**src/rtl/ip_codma_pkg.sv**
```systemverilog
// Shared types and constants for the CODMA front end: scheduler state
// encoding, the start-to-busy grace period and a round-robin helper.
package ip_codma_pkg;

  typedef enum logic [2:0] {
    SCH_IDLE,
    SCH_LAUNCH,
    SCH_WAIT_BUSY,
    SCH_RUN,
    SCH_DRAIN
  } sched_state_t;

  // Cycles the engine may take to raise busy after a start pulse.
  localparam int SCHED_BUSY_WAIT = 4;

  // Next round-robin pointer after a grant, wrapping at the channel count.
  function automatic int unsigned rr_next(input int unsigned cur, input int unsigned numCh);
    return (cur + 1 >= numCh) ? 0 : cur + 1;
  endfunction

endpackage

```
**src/rtl/ip_codma_task_scheduler_if.sv**
```systemverilog
// Bundles the channel-side request/ack signals and the engine-side
// start/stop/pointer signals of the task scheduler. The slave modport is
// the scheduler's own view; master is the requesters plus engine.
interface ip_codma_task_scheduler_if #(
  parameter int NUM_CH = 4,
  parameter int TMO_W  = 16
);
  localparam int CH_W = $clog2(NUM_CH);

  logic [NUM_CH-1:0]        ch_req_i;
  logic [NUM_CH-1:0][31:0]  ch_task_ptr_i;
  logic [NUM_CH-1:0][31:0]  ch_status_ptr_i;
  logic [NUM_CH-1:0]        ch_abort_i;
  logic [NUM_CH-1:0]        ch_ack_o;
  logic [NUM_CH-1:0]        ch_done_o;
  logic [NUM_CH-1:0]        ch_err_o;
  logic [TMO_W-1:0]         timeout_i;
  logic                     dma_start_o;
  logic                     dma_stop_o;
  logic [31:0]              dma_task_ptr_o;
  logic [31:0]              dma_status_ptr_o;
  logic                     dma_busy_i;
  logic                     dma_irq_i;
  logic                     dma_err_i;
  logic [CH_W-1:0]          active_ch_o;
  logic                     sched_busy_o;

  modport slave (
    input  ch_req_i, ch_task_ptr_i, ch_status_ptr_i, ch_abort_i, timeout_i,
    input  dma_busy_i, dma_irq_i, dma_err_i,
    output ch_ack_o, ch_done_o, ch_err_o,
    output dma_start_o, dma_stop_o, dma_task_ptr_o, dma_status_ptr_o,
    output active_ch_o, sched_busy_o
  );

  modport master (
    output ch_req_i, ch_task_ptr_i, ch_status_ptr_i, ch_abort_i, timeout_i,
    output dma_busy_i, dma_irq_i, dma_err_i,
    input  ch_ack_o, ch_done_o, ch_err_o,
    input  dma_start_o, dma_stop_o, dma_task_ptr_o, dma_status_ptr_o,
    input  active_ch_o, sched_busy_o
  );

endinterface

```
**src/rtl/ip_codma_rr_arbiter.sv**
```systemverilog
// Combinational rotating-priority pick: returns the first requesting
// channel at or after rr_ptr_i, wrapping modulo NUM_CH.
module ip_codma_rr_arbiter #(
  parameter int NUM_CH = 4,
  localparam int IDX_W = $clog2(NUM_CH)
) (
  input  logic [NUM_CH-1:0] req_i,
  input  logic [IDX_W-1:0]  rr_ptr_i,
  output logic [IDX_W-1:0]  grant_o,
  output logic              valid_o
);

  logic [IDX_W-1:0] idx;

  // Scan from the farthest offset down so the nearest requester wins last.
  always_comb begin
    grant_o = '0;
    valid_o = 1'b0;
    idx     = '0;
    for (int i = NUM_CH - 1; i >= 0; i--) begin
      idx = IDX_W'((int'(rr_ptr_i) + i) % NUM_CH);
      if (req_i[idx]) begin
        grant_o = idx;
        valid_o = 1'b1;
      end
    end
  end

endmodule

```
**src/rtl/ip_codma_task_scheduler.sv**
```systemverilog
// Multi-channel front end for the CODMA engine: round-robin grant,
// one task in flight, busy-response and run watchdogs, abort via stop,
// and exactly one done or err pulse per granted task.
module ip_codma_task_scheduler
  import ip_codma_pkg::*;
#(
  parameter int NUM_CH = 4,
  parameter int TMO_W  = 16
) (
  input  logic clk_i,
  input  logic reset_n_i,
  ip_codma_task_scheduler_if.slave bus
);

  localparam int IDX_W = $clog2(NUM_CH);

  sched_state_t      state_q, state_d;
  logic [IDX_W-1:0]  rrPtr_q, rrPtr_d;
  logic [IDX_W-1:0]  activeCh_q, activeCh_d;
  logic [TMO_W-1:0]  wdCnt_q, wdCnt_d;
  logic [31:0]       taskPtr_q, taskPtr_d;
  logic [31:0]       statusPtr_q, statusPtr_d;
  logic [NUM_CH-1:0] ack_q, ack_d;
  logic [NUM_CH-1:0] done_q, done_d;
  logic [NUM_CH-1:0] err_q, err_d;
  logic              start_q, start_d;
  logic              stop_q, stop_d;
  logic              sbusy_q, sbusy_d;

  logic [IDX_W-1:0]  grantIdx;
  logic              grantValid;

  ip_codma_rr_arbiter #(.NUM_CH(NUM_CH)) u_arb (
    .req_i    (bus.ch_req_i),
    .rr_ptr_i (rrPtr_q),
    .grant_o  (grantIdx),
    .valid_o  (grantValid)
  );

  // Next-state and registered-output decode for the scheduler FSM.
  always_comb begin
    state_d     = state_q;
    rrPtr_d     = rrPtr_q;
    activeCh_d  = activeCh_q;
    wdCnt_d     = wdCnt_q;
    taskPtr_d   = taskPtr_q;
    statusPtr_d = statusPtr_q;
    ack_d       = '0;
    done_d      = '0;
    err_d       = '0;
    start_d     = 1'b0;
    stop_d      = 1'b0;

    case (state_q)
      SCH_IDLE: begin
        wdCnt_d = '0;
        if (grantValid && !bus.dma_busy_i) begin
          activeCh_d      = grantIdx;
          taskPtr_d       = bus.ch_task_ptr_i[grantIdx];
          statusPtr_d     = bus.ch_status_ptr_i[grantIdx];
          ack_d[grantIdx] = 1'b1;
          start_d         = 1'b1;
          state_d         = SCH_LAUNCH;
        end
      end

      SCH_LAUNCH: begin
        rrPtr_d = IDX_W'(rr_next(32'(activeCh_q), NUM_CH));
        wdCnt_d = '0;
        state_d = SCH_WAIT_BUSY;
      end

      SCH_WAIT_BUSY: begin
        if (bus.dma_busy_i) begin
          wdCnt_d = '0;
          state_d = SCH_RUN;
        end else if (wdCnt_q == TMO_W'(SCHED_BUSY_WAIT - 1)) begin
          err_d[activeCh_q] = 1'b1;
          wdCnt_d           = '0;
          state_d           = SCH_IDLE;
        end else begin
          wdCnt_d = wdCnt_q + TMO_W'(1);
        end
      end

      SCH_RUN: begin
        if (bus.dma_err_i) begin
          err_d[activeCh_q] = 1'b1;
          wdCnt_d           = '0;
          state_d           = SCH_DRAIN;
        end else if (bus.dma_irq_i) begin
          done_d[activeCh_q] = 1'b1;
          wdCnt_d            = '0;
          state_d            = SCH_IDLE;
        end else if (bus.ch_abort_i[activeCh_q] ||
                     ((bus.timeout_i != '0) && (wdCnt_q == bus.timeout_i - TMO_W'(1)))) begin
          stop_d            = 1'b1;
          err_d[activeCh_q] = 1'b1;
          wdCnt_d           = '0;
          state_d           = SCH_DRAIN;
        end else begin
          wdCnt_d = wdCnt_q + TMO_W'(1);
        end
      end

      SCH_DRAIN: begin
        if (!bus.dma_busy_i) begin
          state_d = SCH_IDLE;
        end
      end

      default: begin
        state_d = SCH_IDLE;
      end
    endcase

    sbusy_d = (state_d != SCH_IDLE);
  end

  // State, pointer, watchdog and output registers; reset drops any task in flight.
  always_ff @(posedge clk_i or negedge reset_n_i) begin
    if (!reset_n_i) begin
      state_q     <= SCH_IDLE;
      rrPtr_q     <= '0;
      activeCh_q  <= '0;
      wdCnt_q     <= '0;
      taskPtr_q   <= '0;
      statusPtr_q <= '0;
      ack_q       <= '0;
      done_q      <= '0;
      err_q       <= '0;
      start_q     <= 1'b0;
      stop_q      <= 1'b0;
      sbusy_q     <= 1'b0;
    end else begin
      state_q     <= state_d;
      rrPtr_q     <= rrPtr_d;
      activeCh_q  <= activeCh_d;
      wdCnt_q     <= wdCnt_d;
      taskPtr_q   <= taskPtr_d;
      statusPtr_q <= statusPtr_d;
      ack_q       <= ack_d;
      done_q      <= done_d;
      err_q       <= err_d;
      start_q     <= start_d;
      stop_q      <= stop_d;
      sbusy_q     <= sbusy_d;
    end
  end

  assign bus.ch_ack_o         = ack_q;
  assign bus.ch_done_o        = done_q;
  assign bus.ch_err_o         = err_q;
  assign bus.dma_start_o      = start_q;
  assign bus.dma_stop_o       = stop_q;
  assign bus.dma_task_ptr_o   = taskPtr_q;
  assign bus.dma_status_ptr_o = statusPtr_q;
  assign bus.active_ch_o      = activeCh_q;
  assign bus.sched_busy_o     = sbusy_q;

endmodule

```
**src/flat_wrapper.sv**
```systemverilog
// flat-port wrapper written by rule: the top's interface ports become plain ports
module ip_codma_task_scheduler_flat import ip_codma_pkg::*;
#(
  parameter int NUM_CH = 4,
  parameter int TMO_W  = 16
)
  (clk_i, reset_n_i, bus_ch_req_i, bus_ch_task_ptr_i, bus_ch_status_ptr_i, bus_ch_abort_i, bus_timeout_i, bus_dma_busy_i, bus_dma_irq_i, bus_dma_err_i, bus_ch_ack_o, bus_ch_done_o, bus_ch_err_o, bus_dma_start_o, bus_dma_stop_o, bus_dma_task_ptr_o, bus_dma_status_ptr_o, bus_active_ch_o, bus_sched_busy_o);
  ip_codma_task_scheduler_if #(.NUM_CH(NUM_CH), .TMO_W(TMO_W)) bus_i ();
  input  logic clk_i;
  input  logic reset_n_i;
  input wire logic [$bits(bus_i.ch_req_i)-1:0] bus_ch_req_i;
  input wire logic [$bits(bus_i.ch_task_ptr_i)-1:0] bus_ch_task_ptr_i;
  input wire logic [$bits(bus_i.ch_status_ptr_i)-1:0] bus_ch_status_ptr_i;
  input wire logic [$bits(bus_i.ch_abort_i)-1:0] bus_ch_abort_i;
  input wire logic [$bits(bus_i.timeout_i)-1:0] bus_timeout_i;
  input wire logic [$bits(bus_i.dma_busy_i)-1:0] bus_dma_busy_i;
  input wire logic [$bits(bus_i.dma_irq_i)-1:0] bus_dma_irq_i;
  input wire logic [$bits(bus_i.dma_err_i)-1:0] bus_dma_err_i;
  output wire logic [$bits(bus_i.ch_ack_o)-1:0] bus_ch_ack_o;
  output wire logic [$bits(bus_i.ch_done_o)-1:0] bus_ch_done_o;
  output wire logic [$bits(bus_i.ch_err_o)-1:0] bus_ch_err_o;
  output wire logic [$bits(bus_i.dma_start_o)-1:0] bus_dma_start_o;
  output wire logic [$bits(bus_i.dma_stop_o)-1:0] bus_dma_stop_o;
  output wire logic [$bits(bus_i.dma_task_ptr_o)-1:0] bus_dma_task_ptr_o;
  output wire logic [$bits(bus_i.dma_status_ptr_o)-1:0] bus_dma_status_ptr_o;
  output wire logic [$bits(bus_i.active_ch_o)-1:0] bus_active_ch_o;
  output wire logic [$bits(bus_i.sched_busy_o)-1:0] bus_sched_busy_o;
  assign bus_i.ch_req_i = bus_ch_req_i;
  assign bus_i.ch_task_ptr_i = bus_ch_task_ptr_i;
  assign bus_i.ch_status_ptr_i = bus_ch_status_ptr_i;
  assign bus_i.ch_abort_i = bus_ch_abort_i;
  assign bus_i.timeout_i = bus_timeout_i;
  assign bus_i.dma_busy_i = bus_dma_busy_i;
  assign bus_i.dma_irq_i = bus_dma_irq_i;
  assign bus_i.dma_err_i = bus_dma_err_i;
  assign bus_ch_ack_o = bus_i.ch_ack_o;
  assign bus_ch_done_o = bus_i.ch_done_o;
  assign bus_ch_err_o = bus_i.ch_err_o;
  assign bus_dma_start_o = bus_i.dma_start_o;
  assign bus_dma_stop_o = bus_i.dma_stop_o;
  assign bus_dma_task_ptr_o = bus_i.dma_task_ptr_o;
  assign bus_dma_status_ptr_o = bus_i.dma_status_ptr_o;
  assign bus_active_ch_o = bus_i.active_ch_o;
  assign bus_sched_busy_o = bus_i.sched_busy_o;
  ip_codma_task_scheduler #(.NUM_CH(NUM_CH), .TMO_W(TMO_W)) u_core (.clk_i(clk_i), .reset_n_i(reset_n_i), .bus(bus_i));
endmodule
```
**config.mk**
```make
export PLATFORM = sky130hd
export DESIGN_NAME = ip_codma_task_scheduler_flat
export DESIGN_NICKNAME = d
export VERILOG_FILES = /design/src/rtl/ip_codma_pkg.sv /design/src/rtl/ip_codma_task_scheduler_if.sv /design/src/rtl/ip_codma_rr_arbiter.sv /design/src/rtl/ip_codma_task_scheduler.sv /design/src/flat_wrapper.sv
export SDC_FILE = /design/constraint.sdc
export NUM_CORES = 1
export LEC_CHECK = 0
export ABC_AREA = 0
export CAP_MARGIN = 20
export CORE_MARGIN = 8
export CORE_UTILIZATION = 39
export DETAILED_ROUTE_END_ITERATION = 12
export GPL_TIMING_DRIVEN = 1
export PLACE_DENSITY = 0.81
export SETUP_SLACK_MARGIN = 0.15
export SYNTH_ARGS = -nofsm -noshare
export SYNTH_HDL_FRONTEND = slang
export SYNTH_SLANG_ARGS = --single-unit
```
**constraint.sdc**
```tcl
create_clock -name clk_i -period 2.9 [get_ports clk_i]
set_input_delay 0.725 -clock clk_i [delete_from_list [all_inputs] [get_ports clk_i]]
set_output_delay 0.725 -clock clk_i [all_outputs]
set_load 0.01 [all_outputs]
```
# [Word level (Yosys, flattened, before mapping)]
# Index checks and enable logic that the tools add are counted.
[word_totals] register_bits=102 inputBits=285 wordCells=103
[op_classes] mux=58 n_eq_ne=6 magnitude_cmp=9 n_reduce_logical=12 add_sub_neg=6
[op_table] operator="32-bit binary-select mux with 2-bit select" n=2
[op_table] operator="16-bit 2-to-1 mux" n=5
[op_table] operator="32-bit 2-to-1 mux" n=2
[op_table] operator="16-bit case mux with 3 select lines" n=1
[op_table] operator="4-bit 2-to-1 mux" n=10
[op_table] operator="3-bit 2-to-1 mux" n=7
[op_table] operator="2-bit by 3-bit less-than comparator with 1-bit output, second input constant" n=6
[op_table] operator="1-bit 2-to-1 mux" n=17
[op_table] operator="16-bit by 1-bit adder with 16-bit output, second input constant" n=1
[op_table] operator="16-bit == test" n=1
[op_table] operator="16-bit by 2-bit == test with 1-bit output, second input constant" n=1
[op_table] operator="16-bit nonzero test" n=1
[op_table] operator="16-bit by 1-bit subtractor with 16-bit output, second input constant" n=1
[op_table] operator="3-bit case mux with 5 select lines" n=1
[op_table] operator="1-bit binary-select mux with 2-bit select" n=5
[op_table] operator="2-bit 2-to-1 mux" n=5
[op_table] operator="4-bit case mux with 2 select lines" n=1
[op_table] operator="3-bit by 2-bit == test with 1-bit output, second input constant" n=2
[op_table] operator="3-bit nonzero test" n=2
[op_table] operator="2-bit adder, second input constant" n=2
[op_table] operator="1-bit demux with 2-bit select" n=2
[op_table] operator="2-bit by 1-bit >= comparator with 1-bit output, second input constant" n=2
[op_table] operator="1-bit logical AND" n=4
[op_table] operator="2-bit by 1-bit adder with 3-bit output, second input constant" n=1
[op_table] operator="9 further kinds" n=9

# [Logic depth before layout (Yosys ltp)]
# Gate-level depths: netlist of run 1.
[logic_depth] word_depth=13 ltp_mapped=12 depth_no_buf=9

# [Modules after synthesis]
# Synthesis of run 1 repeated with hierarchy kept, for this count alone.
[unflattened] hier_cells=619 area_unflattened_um2=6381.1
[by_module_without_submodules] module="ip_codma_task_scheduler" cells_each=606 area_per_inst_um2=6303.5 n_inst=1
[by_module_without_submodules] module="ip_codma_rr_arbiter" cells_each=13 area_per_inst_um2=77.6 n_inst=1

# [Least setup slack after synthesis of run 1]
# Ideal clock, no wire load.
[synth_timing] kind="input to register" start="input port bus_timeout_i[4]" end="register u_core.wdCnt_q[12]" arrival_ns=3.418 path_slack_ns=-0.637 n_path_buf=3 stages=10 setup_ns=0.119 path_cell_list="clkbuf_2 or4_1 or4_4 a2111oi_2 o221ai_1 or4_1 buf_2 a21oi_2 buf_4 nor2_1"
[synth_via] elab_chain_len=8 word_cells_on_any_way=9 cone_classes="add/sub (1); eq/ne (1); mux (4); reduce/logical (3)"
[synth_lines] item="from (decl)" line_no="flat_wrapper.sv:15" text="input wire logic [$bits(bus_i.timeout_i)-1:0] bus_timeout_i;"
[synth_lines] item="16-bit by 1-bit subtractor with 16-bit output" line_no="ip_codma_task_scheduler.sv:96" text="((bus.timeout_i != '0) && (wdCnt_q == bus.timeout_i - TMO_W'(1)))) begin"
[synth_lines] item="16-bit == test" line_no="ip_codma_task_scheduler.sv:96"
[synth_lines] item="1-bit logical AND (*)" line_no="ip_codma_task_scheduler.sv:96"
[synth_lines] item="1-bit logical OR (*)" line_no="ip_codma_task_scheduler.sv:95" text="end else if (bus.ch_abort_i[activeCh_q] ||"
[synth_lines] item="16-bit 2-to-1 mux (*)" line_no="ip_codma_task_scheduler.sv:95"
[synth_lines] item="16-bit 2-to-1 mux (*)" line_no="ip_codma_task_scheduler.sv:91" text="end else if (bus.dma_irq_i) begin"
[synth_lines] item="16-bit 2-to-1 mux (*)" line_no="ip_codma_task_scheduler.sv:87" text="if (bus.dma_err_i) begin"
[synth_lines] item="16-bit case mux with 3 select lines (*)" line_no="ip_codma_task_scheduler.sv:54" text="case (state_q)"
[synth_lines] item="to (signal assigned)" line_no="ip_codma_task_scheduler.sv:139" text="wdCnt_q <= wdCnt_d;"
[synth_lines] item="to (decl)" line_no="ip_codma_task_scheduler.sv:20" text="logic [TMO_W-1:0] wdCnt_q, wdCnt_d;"
# Mark *: on every way between the ends. The rest lies on a longest branch, timed or not.
# A chain may end at the register's enable or synchronous reset.

# [Final worst setup path of run 1]
[layout_timing] start="input port bus_timeout_i[1]" end="register u_core.err_q[2], in the netlist u_core.bus.ch_err_o[2]"
[layout_via] elab_chain_len=8 word_cells_on_any_way=9 cone_classes="add/sub (1); eq/ne (1); mux (4); reduce/logical (3)"
[layout_lines] item="16-bit by 1-bit subtractor with 16-bit output" line_no="ip_codma_task_scheduler.sv:96"
[layout_lines] item="16-bit == test" line_no="ip_codma_task_scheduler.sv:96"
[layout_lines] item="1-bit logical AND (*)" line_no="ip_codma_task_scheduler.sv:96"
[layout_lines] item="1-bit logical OR (*)" line_no="ip_codma_task_scheduler.sv:95"
[layout_lines] item="4-bit 2-to-1 mux (*)" line_no="ip_codma_task_scheduler.sv:95"
[layout_lines] item="4-bit 2-to-1 mux (*)" line_no="ip_codma_task_scheduler.sv:91"
[layout_lines] item="4-bit 2-to-1 mux (*)" line_no="ip_codma_task_scheduler.sv:87"
[layout_lines] item="4-bit case mux with 2 select lines (*)" line_no="ip_codma_task_scheduler.sv:54"
[layout_lines] item="via u_core.err_d[2]" line_no="ip_codma_task_scheduler.sv:25" text="logic [NUM_CH-1:0] err_q, err_d;"
[layout_lines] item="to (signal assigned)" line_no="ip_codma_task_scheduler.sv:144" text="err_q <= err_d;"
[layout_lines] item="to (decl)" line_no="ip_codma_task_scheduler.sv:25"
# Mark *: on every way through the listed nets, which the timed path passes. The rest lies on a longest branch.

==> metrics.txt, run 1 <==
# TYPE chip_impl_metric gauge
chip_impl_metric{name="routed_wl",unit="um"} 30120
chip_impl_metric{name="synthesis.nets",unit=""} 1183
chip_impl_metric{name="power.share.sequential",unit="%"} 27.0
chip_impl_metric{name="io_pins",unit=""} 366
chip_impl_metric{name="placement.setup.worst_slack",unit="ns"} -1.092
chip_impl_metric{name="netSwitchingPower",unit="mW"} 3.361
chip_impl_info{name="most_common_cell_after_layout_fill_and_taps_aside",value="clkdlybuf4s50_1"} 1
chip_impl_info{name="worstReg2RegStart",value="u_core.wdCnt_q[5]"} 1
chip_impl_info{name="synth_flop_cell",value="dfrtp_1"} 1
chip_impl_info{name="worst_setup_path_start_kind",value="primary input"} 1
chip_impl_metric{name="setup_viol",unit=""} 25
chip_impl_metric{name="clk_transition_reported_paths",unit="ns"} 0.06
chip_impl_metric{name="gr-usage-all-layers",unit="%"} 27.38
chip_impl_info{name="critical_path.reg2reg.endpoint",value="u_core.bus.ch_err_o[2]"} 1
chip_impl_info{name="crit_path_end",value="u_core.bus.ch_err_o[2]"} 1
chip_impl_metric{name="clock_sinks",unit=""} 102
chip_impl_metric{name="hold_slack",unit="ns"} 0.2072
chip_impl_metric{name="routabilityCongestion",unit=""} 0.9349
chip_impl_info{name="result_of_the_run",value="complete, but fails checks"} 1
chip_impl_metric{name="die_area",unit="sq um"} 21070
chip_impl_metric{name="yosys.area_share.adder",unit="%"} 1.154
chip_impl_metric{name="power_frac_clock",unit="%"} 15.8
chip_impl_metric{name="slew-limit-headroom",unit="%"} 60.89
chip_impl_metric{name="clockBufferDepth",unit=""} 2
chip_impl_metric{name="ff2ff_setup_slack",unit="ns"} 0.24
chip_impl_metric{name="worstPathArrival",unit="ns"} 3.50
chip_impl_metric{name="gr-total-overflow",unit=""} 0
chip_impl_metric{name="synth_simple_gate_area_share",unit="%"} 29.08
chip_impl_info{name="cts_tree",value="yes"} 1
chip_impl_metric{name="syn2layout_area_growth",unit="%"} 75.59
chip_impl_metric{name="pwr-share-comb",unit="%"} 57.2
chip_impl_metric{name="dp_hpwl",unit="um"} 24170
chip_impl_metric{name="initialDrtViolationCount",unit=""} 566
chip_impl_metric{name="worst_pin_slew",unit="ns"} 0.5813
chip_impl_metric{name="synth_enable_flop_cells",unit=""} 0
chip_impl_metric{name="antenna_violating_nets_post_route",unit=""} 0
chip_impl_metric{name="layoutNonFillerInstCount",unit=""} 1510
chip_impl_metric{name="drv_slew",unit=""} 0
chip_impl_metric{name="grt_first_pass_wirelength",unit="um"} 45040
chip_impl_metric{name="cts_inserted_buffers",unit=""} 9
chip_impl_metric{name="synth_xor_xnor_area_share",unit="%"} 4.251
chip_impl_metric{name="synthesis.area",unit="sq um"} 6505
chip_impl_info{name="synth_top_family_by_area",value="simple AND/OR/NAND/NOR gates"} 1
chip_impl_metric{name="async_flop_share",unit="%"} 100.0
chip_impl_metric{name="time_the_final_worst_path_needs_with_i_o_delays_and_setup",unit="ns"} 3.227
chip_impl_metric{name="power_switching_share",unit="%"} 39.92
chip_impl_metric{name="drive_gt1_share",unit="%"} 10.24
chip_impl_info{name="timing.critical_path.from",value="bus_timeout_i[1]"} 1
chip_impl_metric{name="number_of_standard_cells_after_synthesis",unit=""} 892
chip_impl_metric{name="yosysTopAreaCellShare",unit="%"} 39.24
chip_impl_metric{name="cts-htree-levels",unit=""} 3
chip_impl_metric{name="worst_ep_required_time",unit="ns"} 3.17
chip_impl_metric{name="cap_viol_max_count",unit=""} 0
chip_impl_metric{name="largest_net_degree_at_the_start_of_global_routing",unit=""} 84
chip_impl_metric{name="fin_nets",unit=""} 1575
chip_impl_info{name="failed_checks",value="setup timing"} 1
chip_impl_metric{name="fp.coreArea",unit="sq um"} 16470
chip_impl_metric{name="routed_via_density",unit=""} 5.162
chip_impl_metric{name="clock_insertion_delay_worst_skew",unit="ns"} 0.35
chip_impl_metric{name="grt_antenna_before_repair",unit=""} 4
chip_impl_metric{name="placed_cells_incl_taps",unit=""} 1480
chip_impl_info{name="yosys.area.top_type",value="dfrtp_1"} 1
chip_impl_metric{name="synthMuxAreaShare",unit="%"} 1.000
chip_impl_info{name="critPathCaptureType",value="register"} 1
chip_impl_metric{name="placement_rows",unit=""} 47
chip_impl_metric{name="depth_of_the_most_critical_reg_to_reg_path",unit=""} 8
chip_impl_metric{name="io_buffers",unit=""} 365
chip_impl_metric{name="drt_pre_antenna_iters",unit=""} 5
chip_impl_info{name="largest_cells_by_area_after_synthesis",value="dfrtp_1 39%, nand2_1 17%, o21ai_0 8.9%"} 1
chip_impl_metric{name="final.fill_count",unit=""} 1339
chip_impl_metric{name="final.period_utilization",unit="%"} 111.3
chip_impl_metric{name="synth_seq_cells",unit=""} 102
chip_impl_info{name="root_buffer",value="clkbuf_16"} 1
chip_impl_metric{name="vias_in_the_first_global_route",unit=""} 7748
chip_impl_metric{name="netlist-cell-type-count",unit=""} 56
chip_impl_metric{name="static-leakage-power",unit="nW"} 4.925
chip_impl_info{name="timing_worst_setup_path_type",value="primary input to register"} 1
chip_impl_metric{name="synth-seq-area-share",unit="%"} 39.24
chip_impl_info{name="highest_count_cells_in_the_layout_ignoring_fill_and_taps",value="352 x clkdlybuf4s50_1, 293 x nand2_1, 112 x o21ai_0, 102 x dfrtp_1, 68 x buf_4"} 1
chip_impl_info{name="hp-class",value="primary input to async pin"} 1
chip_impl_metric{name="synth-compound-area-share",unit="%"} 20.48
chip_impl_metric{name="postLayoutSetupSlackWorst",unit="ns"} -0.3273
chip_impl_info{name="rsz0062_at_grt",value="true"} 1
chip_impl_metric{name="cellPowerDensity",unit="nW/um^2"} 737.1
chip_impl_metric{name="finalHoldViolCount",unit=""} 0
chip_impl_metric{name="initial_core_util",unit="%"} 39.51
chip_impl_metric{name="vdd.ir_drop.worst",unit="V"} 0.0004127
chip_impl_metric{name="finalCoreUtilization",unit="%"} 69.37
chip_impl_metric{name="die_h",unit="um"} 145.2
chip_impl_metric{name="detailroute.via_count",unit=""} 7794
chip_impl_metric{name="crit_fanout",unit=""} 5
chip_impl_metric{name="internal_power",unit="mW"} 5.058
chip_impl_metric{name="route.detailed.wl_per_inst",unit="um"} 19.94
chip_impl_metric{name="fin_skew",unit="ns"} 0.007258
chip_impl_metric{name="syn-mean-instance-area",unit="sq um"} 7.293
chip_impl_metric{name="die_x",unit="um"} 145.2
chip_impl_metric{name="route.detailed.drc",unit=""} 0
chip_impl_metric{name="max_freq",unit="GHz"} 0.3099
chip_impl_metric{name="ys_warn_count",unit=""} 0
[state kept, by name (all words and copies together), names as in the netlist]
| signal | cells |
|---|---|
| u_core.bus.ch_done_o | 4 |
| u_core.state_q | 3 |
| u_core.bus.ch_ack_o | 4 |
| u_core.rrPtr_q | 2 |
| u_core.bus.dma_task_ptr_o | 32 |
| u_core.bus.dma_stop_o | 1 |
| u_core.wdCnt_q | 16 |
| u_core.bus.dma_start_o | 1 |
| u_core.bus.active_ch_o | 2 |
| u_core.bus.sched_busy_o | 1 |
| u_core.bus.ch_err_o | 4 |
| u_core.bus.dma_status_ptr_o | 32 |
[worst max-delay path, cell delays in order]
cell and delay [ns]:
clkdlybuf4s15_1 0.18, buf_4 0.14, inv_1 0.05, ha_2 0.17, or3b_4 0.41, nor4bb_1 0.37
mux2_2 0.22, o2111ai_1 0.10, or4_1 0.53, buf_6 0.15, a211o_1 0.30, a21boi_1 0.16
[final cells by class]
| cell class | instances | area, sq um | area share, % |
|---|---|---|---|
| multi-input cells | 711 | 3782 | 33.11 |
| well taps | 220 | 275.3 | 2.410 |
| clock buffers | 11 | 252.7 | 2.213 |
| clock inverters | 5 | 81.33 | 0.7120 |
| flip-flops and latches | 102 | 2552 | 22.35 |
| inverters | 13 | 48.80 | 0.4272 |
| repair buffers | 447 | 4427 | 38.76 |
| diodes | 1 | 2.502 | 0.02191 |
[cell usage after synthesis (3+ instances only)]
cell,instances
nand2b_1,6
nor3_1,10
a21boi_1,5
a21oi_1,59
a22oi_1,26
inv_1,13
o22ai_1,3
nand2_1,295
dfrtp_1,102
o21ai_0,116
and2_1,6
o221ai_1,3
nor4b_1,3
and3_1,6
a21o_1,5
buf_1,4
ha_1,6
or3_1,5
or4_1,5
nor4_1,7
clkbuf_1,57
nor2b_1,3
nor2_1,29
nand4_1,4
xor2_1,14
xnor2_1,15
nand3_1,47
[power groups by stage]
stage          sequential (mW)  clock, mW  combinational, mW
2_1_floorplan             2.42          0               1.95
6_report                  2.27       1.33               4.81
5_1_grt                   2.33       1.41               5.23
3_3_place_gp              2.27          0               4.63
4_1_cts                   2.27       1.35               4.73
3_5_place_dp              2.28          0               4.71
[worst min-delay path by stage]
stage,start,to,cells after the start
6_report,reset_n_i,u_core.wdCnt_q[13],1
3_5_place_dp,u_core.bus.dma_status_ptr_o[6],u_core.bus.dma_status_ptr_o[6],2
4_1_cts,reset_n_i,u_core.wdCnt_q[9],1
5_1_grt,reset_n_i,u_core.wdCnt_q[13],1
2_1_floorplan,reset_n_i,u_core.bus.active_ch_o[0],0
3_3_place_gp,u_core.bus.dma_task_ptr_o[27],u_core.bus.dma_task_ptr_o[27],2
[what timing repair did]
| action | in CTS | in global routing |
|---|---|---|
| hold buffers | 0 | 0 |
| cloned | 0 | 1 |
| setup endpoints to repair | 26 | 65 |
| setup buffers | 5 | 7 |
| gates resized for setup | 49 | 17 |
| pin swaps | 14 | 8 |
[through the flow]
| step | setup TNS, ns | area (sq um) | total power [mW] |
|---|---|---|---|
| 2_1_floorplan | -11.84 | 6553 | 4.373 |
| 3_3_place_gp | -26.69 | 10900 | 6.903 |
| 3_5_place_dp | -28.42 | 10900 | 6.984 |
| 4_1_cts | -5.273 | 11280 | 8.344 |
| 5_1_grt | -7.735 | 11420 | 8.981 |
| 6_report | -6.301 | 11420 | 8.419 |
[cells by family (layout without fill, tap and decap cells)]
| family | Yosys count | count (layout) |
|---|---|---|
| flops | 102 | 102 |
| mux | 5 | 5 |
| other cells | 0 | 1 |
| buf+inv | 79 | 476 |
| compound gates | 233 | 233 |
| xor+xnor | 30 | 30 |
| fa+ha+maj | 6 | 6 |
| simple gates | 437 | 437 |
[layer usage]
metal	up-vias	track usage, %	share of wire, %
met5	-	0	0.14
met4	6	8.850	2.6
met3	44	7.058	7.6
met2	293	49.04	52
met1	3629	31.17	37
li1	3822	-	-
No activity file was read; power rests on OpenSTA's default activity.
==> run 2: changes to the inputs <==
CORE_AREA = 8 8 138 140   (was default)
CORE_MARGIN = default   (was 8)
CORE_UTILIZATION = default   (was 39)
DIE_AREA = 0 0 146 148   (was default)
GPL_ROUTABILITY_DRIVEN = 0   (was default)
clock period = 3.9 ns   (was 2.9 ns; I/O delays follow)
==> metrics.txt, run 2 (synthesis gave the netlist of run 1 again) <==
# TYPE chip_impl_metric gauge
chip_impl_metric{name="postLayoutSetupSlackWorst",unit="ns"} 0.2413
chip_impl_metric{name="wl_met2",unit="um"} 14330
chip_impl_metric{name="depth_of_the_most_critical_reg_to_reg_path",unit=""} 7
chip_impl_metric{name="detailed_place.area",unit="sq um"} 10560
chip_impl_metric{name="finalCoreUtilization",unit="%"} 64.58
chip_impl_metric{name="clock_insertion_delay_worst_skew",unit="ns"} 0.35
chip_impl_metric{name="gr-total-overflow",unit=""} 0
chip_impl_info{name="critPathCaptureType",value="register"} 1
chip_impl_info{name="hp-class",value="register to register"} 1
chip_impl_metric{name="placement_rows",unit=""} 48
chip_impl_metric{name="placement.setup.worst_slack",unit="ns"} -0.5241
chip_impl_metric{name="time_the_final_worst_path_needs_with_i_o_delays_and_setup",unit="ns"} 3.659
chip_impl_metric{name="worst_ep_required_time",unit="ns"} 4.18
chip_impl_metric{name="dp_hpwl",unit="um"} 22800
chip_impl_metric{name="cts-htree-levels",unit=""} 3
chip_impl_info{name="worstReg2RegStart",value="u_core.wdCnt_q[5]"} 1
chip_impl_metric{name="vdd.ir_drop.worst",unit="V"} 0.0003018
chip_impl_metric{name="hold_path_depth",unit=""} 2
chip_impl_metric{name="grt_antenna_before_repair",unit=""} 3
chip_impl_metric{name="slew-limit-headroom",unit="%"} 41.46
chip_impl_metric{name="post-cts-setup-buffer-count",unit=""} 0
chip_impl_metric{name="die_x",unit="um"} 146
chip_impl_metric{name="die_area",unit="sq um"} 21610
chip_impl_metric{name="worst_pin_slew",unit="ns"} 0.8749
chip_impl_info{name="worst_hold_start",value="u_core.bus.dma_task_ptr_o[20]"} 1
chip_impl_metric{name="route.layer.met1.wl",unit="um"} 10980
chip_impl_info{name="highest_count_cells_in_the_layout_ignoring_fill_and_taps",value="358 x clkdlybuf4s50_1, 294 x nand2_1, 116 x o21ai_0, 102 x dfrtp_1, 59 x a21oi_1"} 1
chip_impl_metric{name="final_area",unit="sq um"} 10940
chip_impl_metric{name="gr-usage-all-layers",unit="%"} 25.39
chip_impl_metric{name="hold_slack",unit="ns"} 0.4820
chip_impl_info{name="rsz0062_at_grt",value="false"} 1
chip_impl_metric{name="syn2layout_area_growth",unit="%"} 68.15
chip_impl_info{name="result_of_the_run",value="finished, final reports clean"} 1
chip_impl_metric{name="initial_core_util",unit="%"} 38.41
chip_impl_info{name="critical_path.reg2reg.endpoint",value="u_core.bus.ch_err_o[1]"} 1
chip_impl_info{name="timing_worst_setup_path_type",value="primary input to register"} 1
chip_impl_metric{name="routed_via_density",unit=""} 5.137
chip_impl_metric{name="die_h",unit="um"} 148
chip_impl_metric{name="initialDrtViolationCount",unit=""} 419
chip_impl_metric{name="fin_setup_tns",unit="ns"} 0
chip_impl_metric{name="report.power.total",unit="mW"} 5.808
chip_impl_metric{name="antenna_violating_nets_post_route",unit=""} 0
chip_impl_metric{name="placed_cells_incl_taps",unit=""} 1452
chip_impl_metric{name="final.fill_count",unit=""} 1535
chip_impl_metric{name="fin_nets",unit=""} 1530
chip_impl_metric{name="layoutNonFillerInstCount",unit=""} 1470
chip_impl_info{name="root_buffer",value="clkbuf_16"} 1
chip_impl_metric{name="grt_first_pass_wirelength",unit="um"} 42810
chip_impl_metric{name="static-leakage-power",unit="nW"} 4.675
chip_impl_metric{name="clk_transition_reported_paths",unit="ns"} 0.07
chip_impl_metric{name="routed_wl",unit="um"} 28380
chip_impl_metric{name="cap_viol_max_count",unit=""} 0
chip_impl_info{name="timing.hold.worst_endpoint",value="u_core.bus.dma_task_ptr_o[20]"} 1
chip_impl_info{name="cts_tree",value="yes"} 1
chip_impl_metric{name="route.detailed.wl_per_inst",unit="um"} 19.31
chip_impl_metric{name="clockBufferDepth",unit=""} 2
chip_impl_metric{name="drive_gt1_share",unit="%"} 6.029
chip_impl_metric{name="worstPathArrival",unit="ns"} 3.94
chip_impl_metric{name="cellPowerDensity",unit="nW/um^2"} 531.0
chip_impl_metric{name="clock_sinks",unit=""} 102
chip_impl_metric{name="route.detailed.drc",unit=""} 0
chip_impl_info{name="top_layer",value="met5"} 1
chip_impl_metric{name="fin_skew",unit="ns"} 0.008273
chip_impl_metric{name="largest_net_degree_at_the_start_of_global_routing",unit=""} 82
chip_impl_metric{name="crit_fanout",unit=""} 6
chip_impl_info{name="most_common_cell_after_layout_fill_and_taps_aside",value="clkdlybuf4s50_1"} 1
chip_impl_metric{name="fp.coreArea",unit="sq um"} 16940
chip_impl_metric{name="detailroute.via_count",unit=""} 7552
chip_impl_metric{name="io_pins",unit=""} 366
chip_impl_metric{name="io_buffers",unit=""} 365
chip_impl_metric{name="drt_pre_antenna_iters",unit=""} 5
chip_impl_metric{name="ff2ff_setup_slack",unit="ns"} 1.16
chip_impl_metric{name="vias_in_the_first_global_route",unit=""} 7476
chip_impl_metric{name="final.period_utilization",unit="%"} 93.81
chip_impl_metric{name="setup_viol",unit=""} 0
chip_impl_metric{name="drv_slew",unit=""} 0
chip_impl_metric{name="cts_inserted_buffers",unit=""} 9
chip_impl_metric{name="met3_wirelength",unit="um"} 2419
chip_impl_metric{name="finalHoldViolCount",unit=""} 0
chip_impl_metric{name="max_freq",unit="GHz"} 0.2733
chip_impl_info{name="worst_setup_path_start_kind",value="primary input"} 1
## run 2: cell types whose count changed in the layout (fill, tap and decap cells not counted), sizes merged
cell	delta
buf	-51
bufinv	-2
clkbuf	-2
clkdlybuf4s15	-3
clkdlybuf4s50	+6
clkinvlp	+1
dlymetal6s2s	+4
inv	+2
## run 2: metal layers
layer	track usage (%)	vias up
li1	-	3731
met4	8.552	4
met1	29.73	3500
met3	8.254	42
met5	0	-
met2	43.12	275
## run 2: layout make-up
cell class / count / area (sq um) / share of cell area [%]
clock inverters: 6 / 52.55 / 0.4804
repair buffers: 402 / 4006 / 36.63
clock buffers: 10 / 239.0 / 2.185
inverters: 13 / 48.80 / 0.4461
diodes: 1 / 2.502 / 0.02288
well taps: 225 / 281.5 / 2.574
multi-input cells: 711 / 3755 / 34.33
flip-flops and latches: 102 / 2552 / 23.34
## run 2: worst max-delay path, stage by stage
cell	delay, ns
clkdlybuf4s50_1	0.42
or4_4	0.49
or4_4	0.52
a2111oi_4	0.36
o221ai_1	0.16
or4_4	0.51
a211o_1	0.34
a21boi_1	0.15
## run 2: worst max path at each step
stage          depth (start not counted)                 endpoint  slack, ns              from
3_3_place_gp                           9  u_core.bus.sched_busy_o      -0.44  bus_timeout_i[2]
3_5_place_dp                           9  u_core.bus.sched_busy_o      -0.52  bus_timeout_i[2]
6_report                               8   u_core.bus.ch_err_o[1]       0.24  bus_timeout_i[6]
5_1_grt                                8   u_core.bus.ch_err_o[1]       0.15  bus_timeout_i[8]
4_1_cts                                8   u_core.bus.ch_err_o[0]       0.15  bus_timeout_i[1]
2_1_floorplan                         11       u_core.wdCnt_q[12]       0.16  bus_timeout_i[2]
## run 2: where the power goes
| part | internal, mW | switching (mW) | total [mW] |
|---|---|---|---|
| Combinational | 1.52 | 1.73 | 3.25 |
| Clock | 0.460 | 0.424 | 0.884 |
| Sequential | 1.43 | 0.248 | 1.68 |
| Total | 3.41 | 2.40 | 5.81 |
## run 2: repair_timing
item,4_1_cts,5_1_grt
pin swaps,6,9
resized for setup,8,9
endpoints found under the setup margin,24,15
hold buffers,0,0
==> run 3: changes to the inputs <==
CAP_MARGIN = 10   (was 20)
==> metrics.txt, run 3 (synthesis gave the netlist of run 1 again) <==
# TYPE chip_impl_metric gauge
chip_impl_info{name="result_of_the_run",value="finished, final reports clean"} 1
chip_impl_info{name="critPathCaptureType",value="register"} 1
chip_impl_info{name="most_common_cell_after_layout_fill_and_taps_aside",value="clkdlybuf4s50_1"} 1
chip_impl_metric{name="initialDrtViolationCount",unit=""} 473
chip_impl_info{name="cts_tree",value="yes"} 1
chip_impl_metric{name="setup_viol",unit=""} 0
chip_impl_metric{name="fin_skew",unit="ns"} 0.008468
chip_impl_metric{name="cellPowerDensity",unit="nW/um^2"} 531.9
chip_impl_info{name="worst_setup_path_start_kind",value="primary input"} 1
chip_impl_metric{name="clockBufferDepth",unit=""} 2
chip_impl_metric{name="route.detailed.wl_per_inst",unit="um"} 19.28
chip_impl_metric{name="layout.area.seq",unit="sq um"} 2552
chip_impl_metric{name="die_h",unit="um"} 148
chip_impl_metric{name="gr-usage-all-layers",unit="%"} 25.39
chip_impl_metric{name="fin_nets",unit=""} 1529
chip_impl_metric{name="io_buffers",unit=""} 365
chip_impl_info{name="timing.hold.worst_endpoint",value="u_core.bus.dma_task_ptr_o[20]"} 1
chip_impl_metric{name="final.period_utilization",unit="%"} 93.66
chip_impl_metric{name="clock_insertion_delay_worst_skew",unit="ns"} 0.35
chip_impl_metric{name="detailroute.via_count",unit=""} 7510
chip_impl_metric{name="multi_input_area",unit="sq um"} 3755
chip_impl_metric{name="vdd.ir_drop.worst",unit="V"} 0.0003012
chip_impl_metric{name="fp.coreArea",unit="sq um"} 16940
chip_impl_info{name="highest_count_cells_in_the_layout_ignoring_fill_and_taps",value="358 x clkdlybuf4s50_1, 294 x nand2_1, 116 x o21ai_0, 102 x dfrtp_1, 59 x a21oi_1"} 1
chip_impl_metric{name="placed_cells_incl_taps",unit=""} 1452
chip_impl_metric{name="io_pins",unit=""} 366
chip_impl_metric{name="worst_pin_slew",unit="ns"} 1.050
chip_impl_metric{name="depth_of_the_most_critical_reg_to_reg_path",unit=""} 7
chip_impl_info{name="critical-path-slowest-cell",value="or4_4"} 1
chip_impl_metric{name="final.fill_count",unit=""} 1542
chip_impl_metric{name="postLayoutSetupSlackWorst",unit="ns"} 0.2472
chip_impl_metric{name="route.detailed.drc",unit=""} 0
chip_impl_metric{name="placement.setup.worst_slack",unit="ns"} -0.5241
chip_impl_metric{name="max_stage_delay",unit="ns"} 0.52
chip_impl_metric{name="gr-total-overflow",unit=""} 0
chip_impl_info{name="root_buffer",value="clkbuf_16"} 1
chip_impl_metric{name="placement_rows",unit=""} 48
chip_impl_metric{name="routed_via_density",unit=""} 5.112
chip_impl_metric{name="clock_sinks",unit=""} 102
chip_impl_metric{name="cts_inserted_buffers",unit=""} 9
chip_impl_metric{name="dp_hpwl",unit="um"} 22800
chip_impl_metric{name="time_the_final_worst_path_needs_with_i_o_delays_and_setup",unit="ns"} 3.653
chip_impl_info{name="cells_along_the_critical_path",value="clkdlybuf4s50_1, or4_4, or4_4, a2111oi_4, o221ai_1, or4_4, a211o_1, a21boi_1"} 1
chip_impl_metric{name="max_freq",unit="GHz"} 0.2738
chip_impl_metric{name="slew-limit-headroom",unit="%"} 29.99
chip_impl_metric{name="antenna_violating_nets_post_route",unit=""} 0
chip_impl_metric{name="finalHoldViolCount",unit=""} 0
chip_impl_info{name="critical_path.most_common_cell",value="or4_4"} 1
chip_impl_metric{name="syn2layout_area_growth",unit="%"} 67.73
chip_impl_info{name="timing.critical_path.from",value="bus_timeout_i[6]"} 1
chip_impl_metric{name="static-leakage-power",unit="nW"} 4.662
chip_impl_metric{name="die_x",unit="um"} 146
chip_impl_metric{name="cts-htree-levels",unit=""} 3
chip_impl_metric{name="drv_slew",unit=""} 0
chip_impl_metric{name="finalCoreUtilization",unit="%"} 64.42
chip_impl_metric{name="worst_ep_required_time",unit="ns"} 4.18
chip_impl_metric{name="routed_wl",unit="um"} 28320
chip_impl_metric{name="worstPathArrival",unit="ns"} 3.93
chip_impl_metric{name="cap_viol_max_count",unit=""} 0
chip_impl_metric{name="die_area",unit="sq um"} 21610
chip_impl_metric{name="grt_first_pass_wirelength",unit="um"} 42810
chip_impl_metric{name="vias_in_the_first_global_route",unit=""} 7476
chip_impl_info{name="rsz0062_at_grt",value="false"} 1
chip_impl_metric{name="drt_pre_antenna_iters",unit=""} 5
chip_impl_info{name="timing_worst_setup_path_type",value="primary input to register"} 1
chip_impl_info{name="hp-class",value="register to register"} 1
chip_impl_metric{name="drive_gt1_share",unit="%"} 5.953
chip_impl_metric{name="clk_transition_reported_paths",unit="ns"} 0.07
chip_impl_metric{name="ff2ff_setup_slack",unit="ns"} 1.16
chip_impl_metric{name="layoutNonFillerInstCount",unit=""} 1469
chip_impl_info{name="worstReg2RegStart",value="u_core.wdCnt_q[5]"} 1
chip_impl_metric{name="hold_path_depth",unit=""} 2
chip_impl_metric{name="initial_core_util",unit="%"} 38.41
chip_impl_info{name="worst_hold_start",value="u_core.bus.dma_task_ptr_o[20]"} 1
chip_impl_metric{name="largest_net_degree_at_the_start_of_global_routing",unit=""} 82
chip_impl_metric{name="grt_antenna_before_repair",unit=""} 3
chip_impl_info{name="critical_path.reg2reg.endpoint",value="u_core.bus.ch_err_o[1]"} 1
chip_impl_metric{name="crit_fanout",unit=""} 6
run 3: worst max path at each step:
| stage | to | slack, ns | depth (start not counted) |
|---|---|---|---|
| after floorplan | u_core.wdCnt_q[12] | 0.16 | 11 |
| after global placement | u_core.bus.sched_busy_o | -0.44 | 9 |
| after detailed placement | u_core.bus.sched_busy_o | -0.52 | 9 |
| after CTS | u_core.bus.ch_err_o[0] | 0.15 | 8 |
| after global routing | u_core.bus.ch_err_o[1] | 0.15 | 8 |
| final | u_core.bus.ch_err_o[1] | 0.25 | 8 |
run 3: area by class of cell:
class / instances / share of cell area (%)
timing repair buffer: 401 / 36.47
multi-input combinational: 711 / 34.42
sequential: 102 / 23.39
tap: 225 / 2.580
clock buffer: 10 / 2.190
clock inverter: 6 / 0.4816
inverter: 13 / 0.4472
antenna: 1 / 0.02294
run 3: where the power goes:
part,leakage (nW),internal [mW],total [mW],switching [mW]
registers,1.32,1.43,1.68,0.248
logic,3.21,1.52,3.24,1.73
clock network,0.137,0.460,0.883,0.423
run 3: through the flow:
| stage | setup TNS, ns | cell area, sq um | power (mW) | hold slack [ns] |
|---|---|---|---|---|
| after global routing | 0 | 10910 | 6.240 | 0.5106 |
| after CTS | 0 | 10890 | 5.849 | 0.4855 |
| after global placement | -8.804 | 10560 | 4.889 | 0.4613 |
| after detailed placement | -10.69 | 10560 | 4.947 | 0.4691 |
| after floorplan | 0 | 6516 | 3.241 | 0.5077 |
| final | 0 | 10910 | 5.803 | 0.4820 |
run 3: repair_timing:
item	in CTS	in global routing
gates resized for setup	8	9
hold buffers	0	0
buffers inserted	0	0
setup endpoints to repair	24	15
pin swaps	6	9
run 3: worst max-delay path, delay by kind of cell:
| family | cells | cell delay [ns] |
|---|---|---|
| AOI/OAI and AO/OA | 4 | 1.00 |
| buffers and inverters | 1 | 0.42 |
| and+or+nand+nor | 3 | 1.52 |
run 3: per-layer routing:
| metal | vias up | track usage [%] | part of all wire, % |
|---|---|---|---|
| met4 | 4 | 8.552 | 2.2 |
| met5 | - | 0 | 0.085 |
| met3 | 42 | 8.254 | 8.2 |
| li1 | 3729 | - | - |
| met1 | 3468 | 29.73 | 39 |
| met2 | 267 | 43.12 | 51 |
